`src/rtl/led_fader.sv`:
```
// LED fader: synchronises the blinker level and ramps an 8-bit PWM duty up on rising
// edges and down on falling edges, driving the active-low LED bank.
module led_fader #(
    parameter int PWM_DIV  = 94,
    parameter int FADE_DIV = 23529
) (
    input  logic       CLK_24MHZ,
    input  logic       reset,
    input  logic       blink_in,
    input  logic [7:0] led_mask,
    output logic [7:0] LED,
    output logic       busy
);

    typedef enum logic [1:0] {
        OFF  = 2'd0,
        UP   = 2'd1,
        ON   = 2'd2,
        DOWN = 2'd3
    } state_t;

    // A width of zero is illegal, so PWM_DIV == 1 still gets a 1-bit prescaler.
    localparam int            PRE_W     = (PWM_DIV > 1) ? $clog2(PWM_DIV) : 1;
    localparam logic [PRE_W-1:0] PRE_LAST  = PRE_W'(PWM_DIV - 1);
    localparam logic [24:0]      FADE_LAST = 25'(FADE_DIV - 1);

    logic             sync1, sync2, prev;
    logic             rise, fall;
    logic [PRE_W-1:0] pwm_pre;
    logic [7:0]       pwm_cnt;
    logic             pwm_on;
    logic [24:0]      fade_cnt;
    logic             tick;
    logic             fade_clear;
    state_t           state, next_state;
    logic [7:0]       duty, next_duty;

    always_ff @(posedge CLK_24MHZ) begin
        if (reset) begin
            sync1 <= 1'b0;
            sync2 <= 1'b0;
            prev  <= 1'b0;
        end else begin
            sync1 <= blink_in;
            sync2 <= sync1;
            prev  <= sync2;
        end
    end

    assign rise = sync2 & ~prev;
    assign fall = ~sync2 & prev;

    always_ff @(posedge CLK_24MHZ) begin
        if (reset) begin
            pwm_pre <= '0;
            pwm_cnt <= 8'd0;
        end else if (pwm_pre == PRE_LAST) begin
            pwm_pre <= '0;
            pwm_cnt <= pwm_cnt + 8'd1;
        end else begin
            pwm_pre <= pwm_pre + 1'b1;
        end
    end

    assign pwm_on = (duty == 8'hFF) | (pwm_cnt < duty);
    assign tick   = (fade_cnt == FADE_LAST);

    // Restarting the prescaler on entry to a ramp makes the first step land a full
    // FADE_DIV cycles after the edge, independent of where the free count was.
    always_ff @(posedge CLK_24MHZ) begin
        if (reset || fade_clear || tick) begin
            fade_cnt <= 25'd0;
        end else begin
            fade_cnt <= fade_cnt + 25'd1;
        end
    end

    always_ff @(posedge CLK_24MHZ) begin
        if (reset) begin
            state <= OFF;
            duty  <= 8'd0;
        end else begin
            state <= next_state;
            duty  <= next_duty;
        end
    end

    // Reversals are tested before the tick so a coincident step is dropped, and the
    // end-of-ramp check looks at the post-step duty so ON/OFF coincide with 255/0.
    always_comb begin
        next_state = state;
        next_duty  = duty;
        fade_clear = 1'b0;
        case (state)
            OFF: begin
                if (rise) next_state = UP;
            end
            UP: begin
                if (fall) begin
                    next_state = DOWN;
                end else begin
                    if (tick && duty != 8'hFF) next_duty = duty + 8'd1;
                    if (next_duty == 8'hFF) next_state = ON;
                end
            end
            ON: begin
                if (fall) next_state = DOWN;
            end
            DOWN: begin
                if (rise) begin
                    next_state = UP;
                end else begin
                    if (tick && duty != 8'd0) next_duty = duty - 8'd1;
                    if (next_duty == 8'd0) next_state = OFF;
                end
            end
            default: next_state = OFF;
        endcase
        fade_clear = (next_state != state) && ((next_state == UP) || (next_state == DOWN));
    end

    always_ff @(posedge CLK_24MHZ) begin
        if (reset) begin
            LED  <= 8'hFF;
            busy <= 1'b0;
        end else begin
            LED  <= ~(led_mask & {8{pwm_on}});
            busy <= (next_state == UP) || (next_state == DOWN);
        end
    end

endmodule

```
`config.mk`:
```
export PLATFORM = sky130hd
export DESIGN_NAME = led_fader
export DESIGN_NICKNAME = d
export VERILOG_FILES = /design/src/rtl/led_fader.sv
export SDC_FILE = /design/constraint.sdc
export NUM_CORES = 1
export LEC_CHECK = 0
export BUFFER_PORTS_ARGS = -buffer_cell sky130_fd_sc_hd__buf_4
export CAP_MARGIN = 10
export CORE_AREA = 3 3 72 141
export DETAILED_ROUTE_END_ITERATION = 6
export DIE_AREA = 0 0 75 144
export GPL_TIMING_DRIVEN = 0
export PLACE_DENSITY = 0.7
export SLEW_MARGIN = 20
export SYNTH_ARGS = -nofsm -noshare
export SYNTH_HDL_FRONTEND = slang
export SYNTH_SLANG_ARGS = --single-unit
```
`constraint.sdc`:
```
create_clock -name CLK_24MHZ -period 2.99 [get_ports CLK_24MHZ]
set_input_delay 0 -clock CLK_24MHZ [delete_from_list [all_inputs] [get_ports CLK_24MHZ]]
set_output_delay 0 -clock CLK_24MHZ [all_outputs]
set_load 0.02 [all_outputs]
```
==> results by group, run 1 <==
Status
  – Outcome: completed

Synth
  – Synth area leader: dfxtp_1
  – Post-synth top cells: nor2_1, dfxtp_1, o21ai_0
  – Most numerous cell in the Yosys netlist: nor2_1
  – Ys flop type: dfxtp_1
  – Area share of the largest cell type after synthesis: 30.16%
  – Gate Count Post-Synth: 482
  – Mapped Area: 4049 um2
  – EDFF count, synth: 0
  – Number of library cell types mapped by synthesis: 67
  – Mux cell area share after synthesis: 0.7726%
  – Post-synthesis compound-gate area fraction: 22.06%
  – Mean Syn Cell Area: 8.400 um2
  – Synth Area in Adders: 4.326%
  – Area contributors post-synth: dfxtp_1, o221ai_2, xnor2_1
  – Main combinational cell family by area after synthesis: simple AND/OR/NAND/NOR gates
  – Post-synthesis sequential area ratio: 30.16%
  – Synth Area in XOR/XNOR: 8.869%
  – Simple-Gate Fraction of Synth Area: 27.26%
  – Syn_nets: 507
  – Yosys reg bits: 61
  – Synth Warn #: 0
  – Async S/R FF share, synth: 0%

Power and ir drop
  – VDD IR max: 307.1 uV
  – Pwr/cell area: 420.7 nW/um2
  – P_leak: 1.569 nW

Drt
  – Antenna violation net count after detailed routing: 0
  – Final WL: 10.72 mm
  – DR vias: 3793
  – Remaining DRCs: 0
  – Starting DRT DRC Count: 128
  – Initial DRT Pass Iterations: 4
  – Avg WL per Cell: 16.94 um
  – Vias per cell: 5.992

Layout
  – Share of layout cells above drive strength 1: 22.79%
  – Layout area overhead: 19.53%
  – # diodes: 0
  – Final core occ: 52.98%
  – NumNets Final: 551

Critical path
  – Crit path launch: duty[1]
  – Reg2Reg Depth: 9
  – Crit path launch type: register
  – Worst path bufs/invs: 1
  – Worst path cell trace: ha_1 > nand3_1 > nor4_4 > nor3_4 > mux2i_2 > o211ai_4 > clkbuf_1 > o21ai_0 > o221ai_2
  – Critical path class: reg -> reg
  – Max stage delay on crit path: 0.47 ns
  – WP depth: 9
  – R2r startpoint: duty[1]
  – CP delay by family, top: simple AND/OR/NAND/NOR gates
  – CP max FO: 10
  – Worst EP required: 3.20 ns
  – Crit path DAT: 3.08 ns
  – Crit end category: register
  – Slowest stage cell, crit path: dfxtp_1

Timing
  – Minimum clock period: 2.874 ns
  – Max Slew Vio Count: 0
  – Slew HR: 59.11%
  – Post-route setup TNS: 0 ns
  – Hold Vio Cnt, Final: 0
  – Fmax: 348.0 MHz
  – Part of the cycle the worst path needs: 96.11%
  – Clock skew: 0.008703 ns
  – Endpoints failing setup: 0
  – Worst slew pin tran: 0.6086 ns

Clocking
  – TritonCTS sink count: 61
  – CTS Buffer Depth: 2
  – Clock root buffer: clkbuf_16
  – Clk_lat worst skew: 0.34 ns
  – CTS H-tree lvls: 3
  – Worst-path clk slew: 0.05 ns
  – CTS tree: done
  – Num CTS Buffers: 9

Die
  – # IOs: 20
  – Initial Util: 44.32%
  – Die X: 75 um
  – Die Span Y: 144 um
  – Die area: 10800 um2
  – Core Area: 9135 um2
  – Num rows: 49

Global routing
  – First-pass GRT wire length: 17.27 mm
  – Initial antenna violation count: 0
  – Overall Global Routing Usage: 20.74%
  – Largest net degree at the start of global routing: 11
  – GRT overflow: 0
  – Vias in the first global route: 3848

Hold path
  – Hold_sp: reset
  – Hold depth: 4
  – HP Class: in -> reg

Place
  – Placer Congestion: 0.9928
  – DP HPWL: 7.723 mm
  – PortBufs: 19

Flow run
  – Max-Cap Viols: 0
-- what timing repair did --
action | in CTS | in global routing
gates resized for setup | 1 | 13
pin swaps | 0 | 3
hold buffers | 9 | 0
endpoints found under the setup margin | 20 | 33
cloned | 0 | 1
buffers inserted | 0 | 4
endpoints found under the hold margin | 9 | 0
-- routing by layer --
metal  share of wire [%]  track usage [%]  vias to the layer above
met2                  58            39.74                       89
met4                 3.7            13.70                        0
met1                  35            18.92                     1838
met3                 3.1            2.992                       31
li1                    -                -                     1835
met5                   0                0                        -
-- cell type report --
class                           instances  area (um2)
Fill cell                             841        4295
Inverter                               20       75.07
Sequential cell                        61        1221
Buffer                                 28       195.2
Multi-Input combinational cell        373        2629
Tap cell                              102       127.6
Timing Repair Buffer                   33       300.3
Clock buffer                           16       291.5
-- kinds of logic (layout without fill, tap and decap cells) --
logic type               Yosys count  after routing
AO/OA/AOI/OAI                    107            107
XOR/XNOR                          41             41
adder cells (fa/ha/maj)           14             14
buffers and inverters             48             97
flip-flops                        61             61
multiplexers                       3              3
AND/OR/NAND/NOR                  208            208
-- metrics by stage --
| step | std cells | setup slack, ns | area [um2] | total power [W] | hold slack (ns) |
|---|---|---|---|---|---|
| after CTS | 628 | 0.01261 | 4706 | 0.002039 | 0.3836 |
| after detailed placement | 603 | -0.06795 | 4319 | 0.001017 | 0.1964 |
| final | 633 | 0.1164 | 4840 | 0.002036 | 0.3948 |
| after global placement | 603 | 0.02939 | 4319 | 0.001011 | 0.1896 |
| after floorplan | 482 | 0.3775 | 4049 | 0.0009717 | 0.07623 |
| after global routing | 633 | -0.01887 | 4840 | 0.002108 | 0.3953 |
-- tightest hold or removal path, stage by stage --
cell	delay, ns
buf_4	0.11
clkbuf_1	0.25
nor2_1	0.20
a211o_1	0.13
-- placed cells by master, fill, tap and decap left out, types with 14 or more instances in the layout --
cell / netlist / final
a21oi_1: 15 / 14
buf_4: 0 / 22
clkbuf_1: 15 / 18
dfxtp_1: 61 / 61
inv_1: 20 / 20
nand2_1: 23 / 23
nand3_1: 22 / 21
nor2_1: 67 / 66
o21ai_0: 36 / 36
o221ai_2: 20 / 20
or2_2: 25 / 25
xnor2_1: 31 / 31
-- final timing paths --
check	slack (ns)	end
max	0.12	fade_cnt[10]
min	0.39	state[1]
max reg2reg	0.12	fade_cnt[10]
min reg2reg	0.43	sync2
-- registers in the layout (all words and copies together) (netlist names) --
signal    flops
sync1         1
state         2
fade_cnt     25
sync2         1
LED           8
duty          8
pwm_cnt       8
pwm_pre       7
prev          1
-- power by group --
group / total [W] / internal (W) / switching, W
clock: 0.00101 / 0.000652 / 0.000356
sequential: 0.000850 / 0.000831 / 0.0000189
combinational: 0.000178 / 0.0000815 / 0.0000970
total: 0.00204 / 0.00156 / 0.000472
(Power assumes the default switching activity.)
==> run 2, diff against run 1 <==
clock period = 2.7 ns   (was 2.99 ns; I/O delays follow)
==> run 2 against run 1 <==
Compared with the run above: sequential power is 11% higher; clock-buffer cell count did not move; register-to-register slack worse by 0.04 ns; wire length is 2.0% higher; utilization grew 1.8 points; critical path type unchanged; clock skew hardly changed; power increased by 11%; cell area is 3.3% higher.
==> results by group, run 2 (synthesis gave the netlist of run 1 again) <==
Clocking
  – Clock root buffer: clkbuf_16
  – CTS H-tree lvls: 3 (unchanged)
  – Clk_lat worst skew: 0.33 ns (about the same)
  – CTS tree: done
  – Num CTS Buffers: 9 (unchanged)
  – CTS Buffer Depth: 2 (unchanged)
  – TritonCTS sink count: 61 (unchanged)
  – Worst-path clk slew: 0.05 ns (about the same)

Drt
  – Avg WL per Cell: 16.99 um (+0.28%)
  – Starting DRT DRC Count: 150 (+17%)
  – Vias per cell: 5.970 (-0.36%)
  – Final WL: 10.94 mm (+2.0%)
  – DR vias: 3845 (+1.4%)
  – Antenna violation net count after detailed routing: 0 (unchanged)
  – Initial DRT Pass Iterations: 4 (unchanged)
  – Remaining DRCs: 0 (unchanged)

Power and ir drop
  – Logic pwr share: 9.5% (+0.7 points)
  – Switch Pwr: 0.0005227 W (+11%)
  – P_leak: 1.674 nW (+6.7%)
  – Int Pwr: 0.001747 W (+12%)
  – VDD IR max: 332.2 uV (+8.2%)
  – Pwr/cell area: 453.9 nW/um2 (+7.9%)
  – Pwr Total: 0.002269 W (+11%)
  – Seq pwr share: 41.5% (-0.2 points)
  – Clock network fraction of total power: 48.9% (-0.6 points)
  – Sw Share: 23.03% (-0.14 points)

Critical path
  – Crit path DAT: 2.84 ns (-0.24 ns)
  – Crit end category: register
  – R2r startpoint: duty[1]
  – Critical path class: reg -> reg
  – Crit path launch type: register
  – Worst EP required: 2.91 ns (-0.29 ns)
  – CP max FO: 7 (-3)
  – Crit path launch: duty[1]

Layout
  – Final core occ: 54.73% (+1.8 points)
  – Most frequent cells in the layout: nor2_1, dfxtp_1, o21ai_0, xnor2_1, buf_4
  – Multi-input gate area: 2674 um2 (+1.7%)
  – Max reg flops: 25 (unchanged)
  – Share of layout cells above drive strength 1: 27.68% (+4.9 points)
  – Layout area overhead: 23.49%
  – Largest Register: fade_cnt
  – Filler cells: 828 (-1.5%)
  – # diodes: 0 (unchanged)
  – Non-Filler Instances: 644 (+1.7%)
  – NumNets Final: 562 (+2.0%)
  – Commonest non-fill, non-tap cell in the layout: nor2_1
  – Register area: 1229 um2 (+0.61%)

Global routing
  – Initial antenna violation count: 0 (unchanged)
  – Vias in the first global route: 3923 (+1.9%)
  – Overall Global Routing Usage: 21.08% (+0.34 points)
  – Largest net degree at the start of global routing: 11 (unchanged)
  – First-pass GRT wire length: 17.51 mm (+1.4%)
  – GRT overflow: 0 (unchanged)

Timing
  – Fmax: 380.6 MHz (+9.4%)
  – RSZ-0062 raised after global routing: true
  – Minimum clock period: 2.628 ns (-0.2460 ns)
  – Max Slew Vio Count: 0 (unchanged)
  – Hold Vio Cnt, Final: 0 (unchanged)
  – Worst slew pin tran: 0.5326 ns (-0.07600 ns)
  – Clock skew: 0.008252 ns (-0.0004508 ns)
  – Part of the cycle the worst path needs: 97.32% (+1.2 points)
  – Worst hold margin: 0.3834 ns (-0.01136 ns)
  – Post-route setup TNS: 0 ns (unchanged)
  – Endpoints failing setup: 0 (unchanged)
  – Slew HR: 64.34% (+5.2 points)

Die
  – Die X: 75 um (unchanged)
  – Die Span Y: 144 um (unchanged)
  – # IOs: 20 (unchanged)
  – Core Area: 9135 um2 (unchanged)
  – Initial Util: 44.32% (unchanged)
  – Num rows: 49 (unchanged)
  – Die area: 10800 um2 (unchanged)

Hold path
  – HP Class: in -> reg
  – Hold_sp: reset

Status
  – Outcome: completed

Place
  – Placed insts: 603 (unchanged)
  – Placer Congestion: 0.9928 (unchanged)
  – DP HPWL: 7.723 mm (unchanged)
  – PortBufs: 19 (unchanged)

Flow run
  – Max-Cap Viols: 0 (unchanged)
## run 2: cell count changes in the layout (fill, tap and decap cells not counted), moves of 3 or more
cell      previous run  this run
inv_1               20        17
dfxtp_2              0         3
buf_4               22        31
dfxtp_1             61        57
o21ai_1              0         3
o21ai_0             36        33
clkbuf_1            18        14
## run 2: worst paths after layout
kind,end,slack (ns),cells after the start
max,fade_cnt[11],0.07,11
min,state[1],0.38,4
max reg2reg,fade_cnt[11],0.07,11
min reg2reg,sync2,0.43,1
## run 2: critical path, cell delays in order (launching register included)
cell and delay (ns):
dfxtp_2 0.37, inv_2 0.13, ha_4 0.19, nand2b_4 0.08, or4_1 0.48, a211o_1 0.33
a211oi_2 0.23, nand2_2 0.12, a21boi_4 0.21, buf_6 0.15, clkbuf_16 0.14, o221ai_2 0.08
## run 2: cell type report
cell class | count | area share (%)
plain buffers | 28 | 4.404
repair buffers | 44 | 7.558
inverters | 20 | 1.602
clock buffers | 16 | 5.831
multi-input cells | 373 | 53.48
well taps | 102 | 2.553
flip-flops and latches | 61 | 24.57
## run 2: stage by stage
step / area (um2) / setup slack, ns
2_1_floorplan: 4049 / 0.08753
3_3_place_gp: 4319 / -0.2606
3_5_place_dp: 4319 / -0.3580
4_1_cts: 4816 / -0.02450
5_1_grt: 5000 / -0.03009
6_report: 5000 / 0.07240
## run 2: per-layer routing
| layer | wire length, um | track usage [%] |
|---|---|---|
| met5 | 0 | 0 |
| met4 | 489 | 15.10 |
| met3 | 263 | 2.992 |
| met2 | 6390 | 40.06 |
| met1 | 3797 | 19.03 |
## run 2: repair_timing
action	CTS	global route
gates resized for setup	22	31
buffers inserted	5	9
hold buffers	9	0
setup endpoints to repair	34	34
endpoints found under the hold margin	9	0
pin swaps	4	7
cloned	1	1
## run 2: power groups by stage
stage / clock (W) / combinational [W] / sequential [W]
after floorplan: 0 / 0.000121 / 0.000955
after global placement: 0 / 0.000161 / 0.000958
after detailed placement: 0 / 0.000167 / 0.000960
after CTS: 0.00114 / 0.000188 / 0.000942
after global routing: 0.00118 / 0.000235 / 0.000944
final: 0.00111 / 0.000217 / 0.000942
==> run 3, diff against run 2 <==
RECOVER_POWER = 50   (was default)
==> run 3 against run 2 <==
Compared with the run above: via count fell by 0.70%; sequential power barely moved; first-iteration DRC count rose by 20%; largest power group unchanged; register-to-register slack barely moved; clock-buffer cell count did not move; wire length rose by 0.48%.
==> results by group, run 3 (synthesis gave the netlist of run 1 again) <==
Status
  – Outcome: completed

Die
  – Die X: 75 um (unchanged)
  – Core Area: 9135 um2 (unchanged)
  – Die Span Y: 144 um (unchanged)
  – Num rows: 49 (unchanged)
  – # IOs: 20 (unchanged)
  – Initial Util: 44.32% (unchanged)
  – Die area: 10800 um2 (unchanged)

Global routing
  – Vias in the first global route: 3923 (unchanged)
  – Initial antenna violation count: 0 (unchanged)
  – GRT overflow: 0 (unchanged)
  – Overall Global Routing Usage: 21.08% (unchanged)
  – First-pass GRT wire length: 17.51 mm (unchanged)
  – Largest net degree at the start of global routing: 11 (unchanged)

Timing
  – Max Slew Vio Count: 0 (unchanged)
  – Post-route setup TNS: 0 ns (unchanged)
  – Fmax: 381.9 MHz (+0.35%)
  – Clock skew: 0.008837 ns (+0.0005845 ns)
  – PnR worst setup slack: 0.08156 ns (+0.009167 ns)
  – Slew HR: 64.17% (-0.18 points)
  – Worst hold margin: 0.3921 ns (+0.008694 ns)
  – Endpoints failing setup: 0 (unchanged)
  – Hold Vio Cnt, Final: 0 (unchanged)
  – Minimum clock period: 2.618 ns (-0.009167 ns)
  – Worst slew pin tran: 0.5352 ns (+0.002633 ns)
  – Part of the cycle the worst path needs: 96.98% (-0.34 points)
  – RSZ-0062 raised after global routing: true

Place
  – PortBufs: 19 (unchanged)
  – DP HPWL: 7.723 mm (unchanged)
  – Placed insts: 603 (unchanged)
  – Placer Congestion: 0.9928 (unchanged)
  – Pre-CTS WS: -0.3580 ns (unchanged)

Hold path
  – HP Class: in -> reg
  – Hold depth: 4 (unchanged)

Clocking
  – CTS H-tree lvls: 3 (unchanged)
  – CTS Buffer Depth: 2 (unchanged)
  – TritonCTS sink count: 61 (unchanged)
  – Clk_lat worst skew: 0.34 ns (about the same)
  – Worst-path clk slew: 0.05 ns (about the same)
  – Clock root buffer: clkbuf_16
  – CTS tree: done
  – Num CTS Buffers: 9 (unchanged)

Critical path
  – CP max FO: 7 (unchanged)
  – Worst path cell trace: inv_2 > ha_4 > nand2b_4 > or4_1 > a211o_1 > a211oi_2 > nand2_2 > a21boi_4 > buf_6 > buf_8 > o221ai_1
  – Critical path class: reg -> reg
  – Max stage delay on crit path: 0.48 ns (about the same)
  – Crit path launch type: register
  – Reg2Reg Depth: 11 (unchanged)
  – Slowest stage cell, crit path: or4_1
  – Crit path DAT: 2.83 ns (about the same)
  – Crit end category: register
  – Worst EP required: 2.91 ns (about the same)

Drt
  – WL met2: 6.342 mm (-0.75%)
  – Avg WL per Cell: 17.07 um (+0.48%)
  – DR vias: 3818 (-0.70%)
  – Final WL: 10.99 mm (+0.48%)
  – Wl on met1: 3.811 mm (+0.37%)
  – Antenna violation net count after detailed routing: 0 (unchanged)
  – Initial DRT Pass Iterations: 4 (unchanged)
  – Top Layer Used: met4
  – Remaining DRCs: 0 (unchanged)
  – Vias per cell: 5.929 (-0.70%)
  – DR WL met3: 226 um (-14%)
  – Starting DRT DRC Count: 180 (+20%)

Layout
  – Register area: 1229 um2 (unchanged)
  – Non-Filler Instances: 644 (unchanged)
  – Commonest non-fill, non-tap cell in the layout: nor2_1
  – Layout area overhead: 22.65%
  – # diodes: 0 (unchanged)
  – Max reg flops: 25 (unchanged)
  – Share of layout cells above drive strength 1: 26.01% (-1.7 points)
  – Multi-input gate area: 2674 um2 (unchanged)
  – Final core occ: 54.36% (-0.37 points)
  – Filler cells: 837 (+1.1%)
  – NumNets Final: 562 (unchanged)
  – Largest Register: fade_cnt
  – Most frequent cells in the layout: nor2_1, dfxtp_1, o21ai_0, xnor2_1, or2_2

Power and ir drop
  – P_leak: 1.646 nW (-1.7%)
  – Pwr/cell area: 458.6 nW/um2 (+1.0%)
  – VDD IR max: 343.7 uV (+3.5%)

Flow run
  – Max-Cap Viols: 0 (unchanged)
## run 3: layout make-up
| cell class | count | share of cell area [%] |
|---|---|---|
| Sequential cell | 61 | 24.74 |
| Buffer | 28 | 4.434 |
| Timing Repair Buffer | 44 | 6.929 |
| Tap cell | 102 | 2.570 |
| Clock buffer | 16 | 5.871 |
| Multi-Input combinational cell | 373 | 53.84 |
| Inverter | 20 | 1.612 |
## run 3: timing repair
item	CTS	global route
gates cloned	1	1
gates resized for setup	22	31
setup buffers	5	9
endpoints found under the setup margin	34	34
hold endpoints to repair	9	0
pin swaps	4	7
hold buffers	9	0
## run 3: through the flow
stage | total power (W) | area (um2)
2_1_floorplan | 0.001076 | 4049
3_3_place_gp | 0.001120 | 4319
3_5_place_dp | 0.001126 | 4319
4_1_cts | 0.002266 | 4816
5_1_grt | 0.002354 | 4966
6_report | 0.002277 | 4966
## run 3: power by group
part / switching, W / internal, W
clock network: 0.000398 / 0.000722
registers: 0.0000197 / 0.000923
logic: 0.000114 / 0.000102
## run 3: per-layer routing
| metal | GRT usage [%] | up-vias |
|---|---|---|
| met5 | 0 | - |
| met4 | 15.10 | 0 |
| met3 | 2.992 | 47 |
| met2 | 40.06 | 84 |
| met1 | 19.03 | 1843 |
| li1 | - | 1844 |
## run 3: worst paths after layout
check,slack (ns),start,to
min,0.39,reset,state[1]
max,0.08,duty[1],fade_cnt[6]
max reg2reg,0.08,duty[1],fade_cnt[6]
min reg2reg,0.43,sync1,sync2
## run 3: critical path, delay by kind of cell, from the launching register on
family          cells  cell delay (ns)
buf+inv             3             0.40
fa+ha+maj           1             0.19
compound gates      4             0.87
flops               1             0.37
simple gates        3             0.68
